## src/rtl/lcd_video_rx.sv

```systemverilog
// Receive side of the HD/VD/DEN/RGB LCD timing interface: recovers pixel coordinates and checks frame geometry.
// Optional macro LCD_RX_CHECKSUM_EN enables the per-frame (R+G+B) checksum on FRAME_SUM.
module lcd_video_rx #(
    parameter int H_ACTIVE = 800,
    parameter int V_ACTIVE = 480,
    parameter int XW       = 11,
    parameter int YW       = 10
) (
    input  logic          CLK,
    input  logic          RST_n,
    input  logic          HD,
    input  logic          VD,
    input  logic          DEN,
    input  logic [7:0]    R,
    input  logic [7:0]    G,
    input  logic [7:0]    B,
    input  logic          CLR_ERR,
    output logic          PIX_VALID,
    output logic [XW-1:0] PIX_X,
    output logic [YW-1:0] PIX_Y,
    output logic [23:0]   PIX_RGB,
    output logic          FRAME_DONE,
    output logic [YW-1:0] LINES_LAST,
    output logic [15:0]   FRAME_CNT,
    output logic          LOCKED,
    output logic          ERR_LINE,
    output logic          ERR_FRAME,
    output logic          ERR_SYNC,
    output logic [15:0]   FRAME_SUM
);

    localparam logic [XW-1:0] H_EXP = XW'(H_ACTIVE);
    localparam logic [YW-1:0] V_EXP = YW'(V_ACTIVE);

    typedef enum logic [1:0] {
        S_UNLOCK,
        S_VSYNC,
        S_VBLANK,
        S_ACTIVE
    } state_t;

    state_t state, state_nx;

    logic          hd_s1, vd_s1, den_s1;
    logic [23:0]   rgb_s1;
    logic          vd_s1_q, den_s1_q;
    logic [XW-1:0] x_cnt;
    logic [YW-1:0] y_cnt;
    logic          line_open;
    logic          frame_err_acc;

    logic          good_pix, sync_bad;
    logic          den_rise, den_fall, vd_rise, vd_fall;
    logic          line_end, line_bad;
    logic [XW-1:0] x_cur, x_next;
    logic [YW-1:0] y_eff;
    logic          checking, armed, frame_end;
    logic          set_line, set_sync, set_frame;

    // Stage 1: sync inputs idle high after reset so release does not fake an edge
    always_ff @(posedge CLK or negedge RST_n) begin
        if (!RST_n) begin
            hd_s1    <= 1'b1;
            vd_s1    <= 1'b1;
            den_s1   <= 1'b0;
            rgb_s1   <= '0;
            vd_s1_q  <= 1'b1;
            den_s1_q <= 1'b0;
        end else begin
            hd_s1    <= HD;
            vd_s1    <= VD;
            den_s1   <= DEN;
            rgb_s1   <= {R, G, B};
            vd_s1_q  <= vd_s1;
            den_s1_q <= den_s1;
        end
    end

    assign good_pix = den_s1 & hd_s1 & vd_s1;
    assign sync_bad = den_s1 & ~(hd_s1 & vd_s1);
    assign den_rise = den_s1 & ~den_s1_q;
    assign den_fall = ~den_s1 & den_s1_q;
    assign vd_rise  = vd_s1 & ~vd_s1_q;
    assign vd_fall  = ~vd_s1 & vd_s1_q;

    // A line still open when VD falls is closed in that same cycle
    assign line_end = line_open & (den_fall | (vd_fall & den_s1));
    assign line_bad = line_end & (x_cnt != H_EXP);

    assign x_cur  = den_rise ? '0 : x_cnt;
    assign x_next = (good_pix && x_cur != '1) ? x_cur + XW'(1) : x_cur;
    assign y_eff  = (line_end && y_cnt != '1) ? y_cnt + YW'(1) : y_cnt;

    always_comb begin
        state_nx = state;
        checking = 1'b0;
        armed    = 1'b1;
        case (state)
            S_UNLOCK: begin
                armed = 1'b0;
                if (vd_fall) state_nx = S_VSYNC;
            end
            S_VSYNC: begin
                if (vd_rise) state_nx = S_VBLANK;
            end
            S_VBLANK: begin
                checking = 1'b1;
                if (vd_fall)       state_nx = S_VSYNC;
                else if (den_rise) state_nx = S_ACTIVE;
            end
            S_ACTIVE: begin
                checking = 1'b1;
                if (vd_fall) state_nx = S_VSYNC;
            end
            default: begin
                armed    = 1'b0;
                state_nx = S_UNLOCK;
            end
        endcase
    end

    assign frame_end = checking & vd_fall;
    assign set_line  = checking & line_bad;
    assign set_sync  = armed & sync_bad;
    assign set_frame = frame_end & (y_eff != V_EXP);

    always_ff @(posedge CLK or negedge RST_n) begin
        if (!RST_n) state <= S_UNLOCK;
        else        state <= state_nx;
    end

    always_ff @(posedge CLK or negedge RST_n) begin
        if (!RST_n) begin
            x_cnt     <= '0;
            y_cnt     <= '0;
            line_open <= 1'b0;
        end else begin
            x_cnt <= x_next;
            y_cnt <= vd_rise ? '0 : y_eff;
            if (line_end)      line_open <= 1'b0;
            else if (den_rise) line_open <= 1'b1;
        end
    end

    // Stage 2: pixel strobe and coordinates, held while no pixel is emitted
    always_ff @(posedge CLK or negedge RST_n) begin
        if (!RST_n) begin
            PIX_VALID <= 1'b0;
            PIX_X     <= '0;
            PIX_Y     <= '0;
            PIX_RGB   <= '0;
        end else begin
            PIX_VALID <= good_pix;
            if (good_pix) begin
                PIX_X   <= x_cur;
                PIX_Y   <= y_cnt;
                PIX_RGB <= rgb_s1;
            end
        end
    end

    always_ff @(posedge CLK or negedge RST_n) begin
        if (!RST_n) begin
            FRAME_DONE    <= 1'b0;
            LINES_LAST    <= '0;
            FRAME_CNT     <= '0;
            LOCKED        <= 1'b0;
            frame_err_acc <= 1'b0;
        end else begin
            FRAME_DONE <= frame_end;
            if (frame_end) begin
                LINES_LAST    <= y_eff;
                FRAME_CNT     <= FRAME_CNT + 16'd1;
                LOCKED        <= ~(frame_err_acc | set_line | set_sync | set_frame);
                frame_err_acc <= 1'b0;
            end else begin
                frame_err_acc <= frame_err_acc | set_line | set_sync;
            end
        end
    end

    always_ff @(posedge CLK or negedge RST_n) begin
        if (!RST_n) begin
            ERR_LINE  <= 1'b0;
            ERR_FRAME <= 1'b0;
            ERR_SYNC  <= 1'b0;
        end else begin
            ERR_LINE  <= (ERR_LINE  & ~CLR_ERR) | set_line;
            ERR_FRAME <= (ERR_FRAME & ~CLR_ERR) | set_frame;
            ERR_SYNC  <= (ERR_SYNC  & ~CLR_ERR) | set_sync;
        end
    end

`ifdef LCD_RX_CHECKSUM_EN
    logic [15:0] sum_run;
    logic [15:0] px_sum;

    assign px_sum = good_pix ? (16'(rgb_s1[23:16]) + 16'(rgb_s1[15:8]) + 16'(rgb_s1[7:0])) : '0;

    always_ff @(posedge CLK or negedge RST_n) begin
        if (!RST_n) begin
            sum_run   <= '0;
            FRAME_SUM <= '0;
        end else begin
            sum_run <= vd_rise ? px_sum : sum_run + px_sum;
            if (frame_end) FRAME_SUM <= sum_run;
        end
    end
`else
    assign FRAME_SUM = '0;
`endif

endmodule
```

## config.mk

```make
export PLATFORM = sky130hd
export DESIGN_NAME = lcd_video_rx
export DESIGN_NICKNAME = d
export VERILOG_FILES = /design/src/rtl/lcd_video_rx.sv
export SDC_FILE = /design/constraint.sdc
export NUM_CORES = 1
export LEC_CHECK = 0
export BUFFER_PORTS_ARGS = -buffer_cell sky130_fd_sc_hd__clkbuf_2
export CAP_MARGIN = 20
export CORE_MARGIN = 2
export CORE_UTILIZATION = 50
export DETAILED_ROUTE_END_ITERATION = 10
export PLACE_DENSITY = 0.72
export RECOVER_POWER = 50
export SLEW_MARGIN = 20
export SYNTH_ARGS = -nofsm -noshare
export SYNTH_HDL_FRONTEND = slang
export SYNTH_SLANG_ARGS = --single-unit
```

## constraint.sdc

```tcl
create_clock -name CLK -period 6.29 [get_ports CLK]
set_input_delay 1.258 -clock CLK [delete_from_list [all_inputs] [get_ports CLK]]
set_output_delay 1.258 -clock CLK [all_outputs]
set_load 0.005 [all_outputs]
```

# Word-level counts from Yosys, hierarchy flattened
# Cells that the tools add are included.
# Widths: inputs -> output; s select.
# op_classes
n_addsub	3
eq_ne	10
muxes	14
bitwise_logic	32
reduce_logical	7
# op_table
operator	count
$mux 11	2
$mux 10	2
$and 1x1->1	18
$add 16x1->16 const B	1
$add 11x1->11 const B	1
$ne 11x10->1 const B	1
$ne 11x11->1 const B	1
$add 10x1->10 const B	1
$ne 10x10->1 const B	1
$ne 10x9->1 const B	1
$mux 2	4
$not 1->1	7
$or 1x1->1	7
$pmux 2 s3	1
$mux 1	5
$eq 2x2->1 const B	2
$reduce_or 2->1	2
$ne 3x3->1 const B	1
$reduce_and 3->1	1
$eq 2x1->1 const B	1
$logic_and 1x1->1	2
$logic_not 2->1	1
$ne 2x1->1 const B	1
$ne 2x2->1 const B	1
$reduce_bool 2->1	1
# word_totals
register_bits	131
inputBits	30
output_inout_bits	93
word_cells	88

# Depth between registers and ports, before layout
# Gate-level depths: netlist of run 1.
# depth
ltp_word	11
depth_mapped	11
mapped_depth_nobuf	9

# Worst setup path after synthesis of run 1
# Ideal clock, no wire load.
# synth_timing
path_type	reg2reg
start	reg den_s1
end	reg x_cnt[3]
setup_time_ns	0.126
t_arrival_ns	2.203
setup_slack_ns	3.961
path_stages_with_launch	12
path_buffers	2
path_cell_list	dfrtp_1 nand2b_1 buf_2 buf_1 nand2_1 inv_1 ha_1 nand4_2 o41ai_4 or2_2 xor2_1 nor2_1
# synth_between
elab_chain_len	5
word_cells_on_any_way	8
classes_between	add/sub: 1; eq/ne: 1; mux: 2; bitwise: 3; reduce/logical: 1
# synth_rtl
item	line_no	text
from (decl)	44	logic hd_s1, vd_s1, den_s1;
from (signal assigned)	65	den_s1 <= 1'b0;
from (signal assigned)	72	den_s1 <= DEN;
$and 1x1->1 (*)	81	assign den_rise = den_s1 & ~den_s1_q;
$mux 11 (*)	90	assign x_cur = den_rise ? '0 : x_cnt;
named net x_cur[0]	55	logic [XW-1:0] x_cur, x_next;
branches (longest 2 deep; another with $add 11x1->11)	--	
$mux 11 (*)	91	assign x_next = (good_pix && x_cur != '1) ? x_cur + XW'(1) : x_cur;
named net x_next[3]	55	
to (signal assigned)	138	x_cnt <= x_next;
to (decl)	47	logic [XW-1:0] x_cnt;
# Mark *: on every way through the listed nets, which the timed path passes.
# A chain may end at the register's enable or synchronous reset.

==> results of run 1 <==
## placed cells by master (no fill, tap or decap), types with 3 or more instances in the layout
master      count
conb_1         16
clkinv_2        3
nor3_1          4
nand2_1        54
and2_1          3
xor2_1          8
xnor2_1        21
clkbuf_2      105
mux2_2         37
and4_1          4
nand2b_1        3
nor2_1         29
nand3_1        12
clkbuf_16      16
ha_1            7
dfrtp_1       128
and3_1          5
o21ai_0        19
nand4_1         5
clkinv_4        3
mux2i_1         6
inv_1           9
clkbuf_8        4
clkinvlp_4      4
## flip-flops by register name, indices dropped and copies added, names as in the netlist, 2 cells and up
signal,flops
PIX_Y,10
FRAME_CNT,16
PIX_X,11
LINES_LAST,10
state,2
y_cnt,10
PIX_RGB,24
x_cnt,11
rgb_s1,24
## power groups by stage
| stage | clock [W] | combinational, W | sequential, W |
|---|---|---|---|
| 2_1_floorplan | 0 | 0.000167 | 0.00101 |
| 3_3_place_gp | 0 | 0.000273 | 0.00101 |
| 3_5_place_dp | 0 | 0.000287 | 0.00102 |
| 4_1_cts | 0.000969 | 0.000291 | 0.00100 |
| 5_1_grt | 0.00101 | 0.000320 | 0.00102 |
| 6_report | 0.000951 | 0.000282 | 0.00100 |
## worst min-delay path by stage
| stage | startpoint | end | slack (ns) |
|---|---|---|---|
| floorplan | vd_s1 | vd_s1_q | 0.37 |
| global placement | vd_s1 | vd_s1_q | 0.38 |
| detailed placement | vd_s1 | vd_s1_q | 0.39 |
| CTS | vd_s1 | vd_s1_q | 0.40 |
| global route | vd_s1 | vd_s1_q | 0.45 |
| finish | vd_s1 | vd_s1_q | 0.42 |
## cell families (layout without fill, tap and decap cells)
| logic type | Yosys count | in the layout | share of synthesized area |
|---|---|---|---|
| adders and majority gates | 7 | 7 | 0.0165 |
| muxes | 43 | 43 | 0.0898 |
| and+or+nand+nor | 138 | 138 | 0.135 |
| xor gates and xnor gates | 29 | 29 | 0.0479 |
| other | 1 | 16 | 0.000707 |
| AOI/OAI and AO/OA | 38 | 38 | 0.0516 |
| DFF | 131 | 131 | 0.618 |
| buffers and inverters | 39 | 150 | 0.0401 |
## metal layers
layer	wire, µm	GRT usage	vias to the layer above
met4	163	0.0659	0
met5	0	0	-
met3	614	0.0784	14
met2	4850	0.301	110
li1	-	-	1651
met1	4480	0.236	1695
## per-stage QoR
step / hold slack (ns) / cell area [µm²] / total power, W / utilization / instances
2_1_floorplan: 0.374 / 5360 / 0.00117 / - / 441
3_3_place_gp: 0.378 / 5900 / 0.00128 / 0.572 / 656
3_5_place_dp: 0.387 / 5900 / 0.00130 / 0.572 / 656
4_1_cts: 0.396 / 6490 / 0.00226 / 0.629 / 688
5_1_grt: 0.447 / 6450 / 0.00234 / 0.625 / 688
6_report: 0.422 / 6450 / 0.00224 / 0.625 / 688
## area by class of cell
cell class	instances	area (µm²)	area share
Multi-Input combinational cell	271	1830	0.284
Clock buffer	20	455	0.0706
Tap cell	136	170	0.0264
Timing Repair Buffer	107	541	0.0838
Clock inverter	12	131	0.0204
Inverter	11	42.5	0.00659
Sequential cell	131	3280	0.509
==> summary.txt, run 1 <==
Critical path
  – WP data arrival: 3.72 ns
  – Top delay family on crit path: buffers and inverters
  – Bufs and invs on worst path: 2
  – Setup crit end kind: asynchronous set/reset pin
  – Reg2Reg Depth: 6
  – R2R Path End: x_cnt[7]
  – Critical Path Source Type: input port
  – Crit Path Max Fanout: 81
  – Highest cell delay on the worst timing path: 1.91 ns
  – CP Class: input port to asynchronous set/reset pin
  – Worst Setup EP: PIX_RGB[13]
  – CP Launch Point: RST_n
  – R2r startpoint: vd_s1
  – Cell Chain, Critical Path: buf_6, clkbuf_1
  – Critical-path top delay cell: clkbuf_1
  – Critical Path RT: 6.35 ns
  – Critical path depth: 2
  – Worst reg2reg setup slack: 2.97 ns

Route
  – DR WL/cell: 14.7 µm
  – Vias per inst: 5.04
  – # DRC: 0
  – Post-route ant nets: 0
  – DRT iter0 DRCs: 187
  – Total Wirelength: 10.1 mm
  – Vias: 3470
  – 1st-pass router iterations: 4

Synth
  – Top_reg_cell synth: dfrtp_1
  – Yosys warning count: 0
  – Mapped cell area: 5310 µm²
  – Most common cell in the netlist: dfrtp_1
  – Post-Syn Instances: 426
  – Cell taking the most area after synthesis: dfrtp_1
  – Yosys reg bits: 131
  – Avg Inst Size Synth: 12.5 µm²
  – Synth top cells by count: dfrtp_1, nand2_1, mux2_2
  – Synth top area share: 0.603
  – Distinct cell type count after synthesis: 57
  – Count of flip-flops with a built-in enable after synthesis: 0
  – Post-synth ARST share: 1.00
  – Synth top area cells: dfrtp_1, mux2_2, nand2_1
  – Post-synthesis sequential area ratio: 0.618

Job
  – MaxCap Viol Count: 1

Cells and area
  – Layout cells sized above 1: 0.341
  – Fillers: 833
  – N_diodes: 0
  – Syn-to-layout area delta: 21.6%
  – Layout Nets: 576

STA
  – Slack of the critical path: 2.63 ns
  – Period minus WS final: 3.66 ns
  – Fmax: 273 MHz
  – Worst Tran Pin Value: 2.61 ns
  – RSZ-0062 raised after global routing: false
  – Layout Skew: 0.00500 ns
  – # setup viols final: 0
  – Period utilization: 0.582
  – Max Slew Vio Count: 52
  – Max-Slew Margin vs Limit: -0.743
  – Setup tns final: 0 ns
  – Hold Fails Final Rpt: 0

Worst hold path
  – HP Class: flip-flop to flip-flop
  – WHS Path Cells: 0

Clocking
  – Clock-pin slew on the worst setup and hold paths: 0.06 ns
  – Worst skew pair latency: 0.52 ns
  – CTS Buf Count: 17
  – CTS sink count: 131
  – Post-CTS setup buffer count: 0
  – CTS Buffer Depth: 2
  – CTS tree: built
  – Resized Gates After CTS: 0
  – H-tree Lvls: 4
  – CTS root buffer: clkbuf_8
  – CTS Hold Bufs: 0

Floorplan
  – I/O pins: 123
  – Die area: 11500 µm²
  – Row count: 37
  – Starting Density: 0.514
  – Die X: 107 µm
  – Die height: 107 µm
  – Core area: 10300 µm²

Global route
  – First-pass GRT wire length: 16.8 mm
  – Global route overflow: 0
  – Vias in the first global route: 3521
  – GRT Total Usage: 0.190
  – Largest net degree at the start of global routing: 82
  – Initial antenna violation count: 0

Power and ir drop
  – Max IR drop VDD: 0.000228 V
  – Switching Power: 0.000573 W
  – Gate power share: 0.126
  – Clock network power share: 0.425
  – Power Density: 346 nW/µm²
  – Pint: 0.00166 W
  – Sequential share of power: 0.448
  – LEAKAGE: 3.16 nW
  – Sw Ratio: 0.256

Placement
  – PortBufs: 106
  – Place WS: 2.88 ns
  – DPL Wire Length: 6.89 mm
  – RePlAce Congestion: 0.916

Status
  – Status: complete, but fails checks
  – Failing checks: capacitance limit, slew limit
Power figures use the tool's default switching activity.
==> inputs of run 2 (changes only) <==
--- a/config.mk
+++ b/config.mk
@@ -8,7 +8,7 @@
 export BUFFER_PORTS_ARGS = -buffer_cell sky130_fd_sc_hd__clkbuf_2
 export CAP_MARGIN = 20
 export CORE_MARGIN = 2
-export CORE_UTILIZATION = 50
+export CORE_UTILIZATION = 48
 export DETAILED_ROUTE_END_ITERATION = 10
 export PLACE_DENSITY = 0.72
 export RECOVER_POWER = 50
==> constraint.sdc (replaced) <==
create_clock -name CLK -period 3.3 [get_ports CLK]
set_input_delay 0.66 -clock CLK [delete_from_list [all_inputs] [get_ports CLK]]
set_output_delay 0.66 -clock CLK [all_outputs]
set_load 0.005 [all_outputs]
==> run 2 against run 1 <==
  * Clock skew up 0.0033 ns
  * Critical path depth up 7
  * Clock power up 99%
  * Setup slack worse by 1.7 ns
  * Critical path type is now flip-flop to flip-flop
  * Highest routed layer is now met5
  * Global-route usage down 0.46 points
  * Largest cell class unchanged
  * Clock-buffer cell count down 2
  * The run still ends with capacitance limit, slew limit left
  * Flip-flop and latch count unchanged
==> summary.txt, run 2 (synthesized netlist as in run 1, its figures left out) <==
Status
  – Status: complete, but fails checks
  – Failing checks: capacitance limit, slew limit

Cells and area
  – Syn-to-layout area delta: 23.0%
  – Fillers: 897 (+7.7%)
  – Seq. cell area: 3280 µm² (unchanged)
  – Layout Nets: 579 (+0.52%)
  – Most common cell after layout, fill and taps aside: dfrtp_1
  – N_diodes: 0 (unchanged)
  – Commonest non-fill, non-tap cells in the layout: dfrtp_1, clkbuf_2, nand2_1, mux2_2, nor2_1
  – Top flop regs: PIX_RGB x24, rgb_s1 x24, FRAME_CNT x16
  – Area of the multi-input gates: 1870 µm² (+2.0%)
  – Layout cells sized above 1: 0.353 (+0.0126)

Global route
  – Vias in the first global route: 3530 (+0.26%)
  – Largest net degree at the start of global routing: 132 (+61%)
  – Global route overflow: 0 (unchanged)
  – Initial antenna violation count: 1 (+1)
  – GRT Total Usage: 0.185 (-0.00464)
  – First-pass GRT wire length: 16.9 mm (+0.33%)

Job
  – MaxCap Viol Count: 1 (unchanged)

Floorplan
  – Starting Density: 0.492 (-0.0224)
  – Row count: 38 (+2.7%)
  – I/O pins: 123 (unchanged)
  – Die area: 11900 µm² (+4.0%)
  – Core area: 10800 µm² (+4.5%)
  – Die height: 109 µm (+2.0%)
  – Die X: 109 µm (+2.0%)

Critical path
  – Reg2Reg Depth: 9 (+3)
  – Crit Path Max Fanout: 18 (-78%)
  – Cell Chain, Critical Path: nand2b_1, buf_4, and2_1, ha_1, nand4_2, o41ai_4, nor2_1, nand3_1, mux2i_1
  – Highest cell delay on the worst timing path: 0.54 ns (-1.37 ns)
  – Critical path depth: 9 (+7)
  – CP Class: flip-flop to flip-flop
  – WP data arrival: 2.83 ns (-0.89 ns)
  – Top delay family on crit path: simple AND/OR/NAND/NOR gates
  – Critical Path Source Type: flip-flop
  – Setup crit end kind: flip-flop
  – Critical-path top delay cell: o41ai_4
  – Critical Path RT: 3.73 ns (-2.62 ns)
  – Bufs and invs on worst path: 1 (-1)

Power and ir drop
  – Clock network power share: 0.436 (+0.011)
  – Sw Ratio: 0.258 (+0.00186)
  – Sequential share of power: 0.440 (-0.008)
  – Switching Power: 0.00112 W (+95%)
  – Max IR drop VDD: 0.000572 V (+150%)
  – Tot Pwr: 0.00434 W (+94%)
  – Gate power share: 0.125 (about the same)
  – LEAKAGE: 3.19 nW (+1.1%)
  – Pint: 0.00322 W (+94%)
  – Power Density: 664 nW/µm² (+92%)

STA
  – RSZ-0062 raised after global routing: false
  – Period utilization: 0.729
  – # setup viols final: 0 (unchanged)
  – Hold Fails Final Rpt: 0 (unchanged)
  – Worst Tran Pin Value: 1.75 ns (-0.866 ns)
  – Fmax: 416 MHz
  – Period minus WS final: 2.41 ns
  – Max-Slew Margin vs Limit: -0.165 (+0.577)
  – Layout Skew: 0.00830 ns (+0.00330 ns)
  – Max Slew Vio Count: 132 (+150%)
  – Setup tns final: 0 ns (unchanged)

Clocking
  – CTS Buffer Depth: 2 (unchanged)
  – Resized Gates After CTS: 0 (unchanged)
  – CTS sink count: 131 (unchanged)
  – CTS tree: built
  – H-tree Lvls: 4 (unchanged)
  – CTS root buffer: clkbuf_8
  – Clock-pin slew on the worst setup and hold paths: 0.06 ns (about the same)
  – CTS Hold Bufs: 0 (unchanged)
  – Worst skew pair latency: 0.51 ns (about the same)
  – Post-CTS setup buffer count: 0 (unchanged)
  – CTS Buf Count: 17 (unchanged)

Route
  – Vias per inst: 4.98 (-1.2%)
  – DRT iter0 DRCs: 151 (-19%)
  – 1st-pass router iterations: 4 (unchanged)
  – # DRC: 0 (unchanged)
  – Vias: 3462 (-0.23%)
  – Total Wirelength: 10.1 mm (about the same)
  – Post-route ant nets: 0 (unchanged)
  – DR WL/cell: 14.5 µm (-1.0%)

Placement
  – DPL Wire Length: 6.96 mm (+0.92%)
  – PortBufs: 106 (unchanged)
  – RePlAce Congestion: 0.833 (-9.0%)

Worst hold path
  – WHS Path Cells: 1 (+1)
  – HP Class: input port to flip-flop
-- run 2: changes by cell type in the layout (fill, tap and decap cells not counted), sizes merged --
cell / previous run / this run
bufinv: 2 / 3
inv: 10 / 14
buf: 1 / 2
clkinv: 6 / 5
clkinvlp: 5 / 3
-- run 2: through the flow --
| stage | instance area [µm²] | hold WS, ns | cells | utilization | setup WS (ns) |
|---|---|---|---|---|---|
| floorplan | 5360 | 0.364 | 441 | - | 0.971 |
| global placement | 5940 | 0.389 | 663 | 0.551 | 1.08 |
| detailed placement | 5940 | 0.392 | 663 | 0.551 | 0.988 |
| CTS | 6550 | 0.208 | 695 | 0.607 | 0.944 |
| global route | 6530 | 0.206 | 695 | 0.605 | 0.737 |
| finish | 6530 | 0.228 | 695 | 0.605 | 0.895 |
-- run 2: worst paths after layout --
kind,from,endpoint,slack (ns)
worst max-delay path,den_s1,x_cnt[6],0.89
worst min-delay path,HD,hd_s1,0.23
worst max register to register,den_s1,x_cnt[6],0.89
worst min register to register,vd_s1,vd_s1_q,0.43
max in group asynchronous,RST_n,y_cnt[0],1.45
min in group asynchronous,RST_n,FRAME_CNT[15],0.66
-- run 2: power groups by stage --
stage / registers, W / clock network [W] / logic, W
6_report: 0.00191 / 0.00189 / 0.000541
5_1_grt: 0.00193 / 0.00201 / 0.000623
4_1_cts: 0.00191 / 0.00193 / 0.000555
3_5_place_dp: 0.00194 / 0 / 0.000551
3_3_place_gp: 0.00193 / 0 / 0.000526
2_1_floorplan: 0.00192 / 0 / 0.000319
-- run 2: final cells by class --
class / instances / share of cell area
flip-flops and latches: 131 / 0.503
clock buffers: 18 / 0.0655
multi-input cells: 271 / 0.286
inverters: 11 / 0.00651
well taps: 140 / 0.0268
repair buffers: 110 / 0.0855
clock inverters: 14 / 0.0268
-- run 2: per-layer routing --
| metal | vias up | GRT usage | share of wire |
|---|---|---|---|
| li1 | 1654 | - | - |
| met1 | 1675 | 0.231 | 0.43 |
| met2 | 116 | 0.291 | 0.48 |
| met3 | 15 | 0.0759 | 0.086 |
| met4 | 2 | 0.0659 | 0.0090 |
| met5 | - | 0 | 0.0013 |
-- run 2: worst reg2reg max path, delay by kind of cell, from the launching register on --
family,cells,cell delay (ns)
buf+inv,1,0.21
flops,1,0.42
fa+ha+maj,1,0.20
mux,1,0.21
compound gates,1,0.54
simple gates,5,0.75
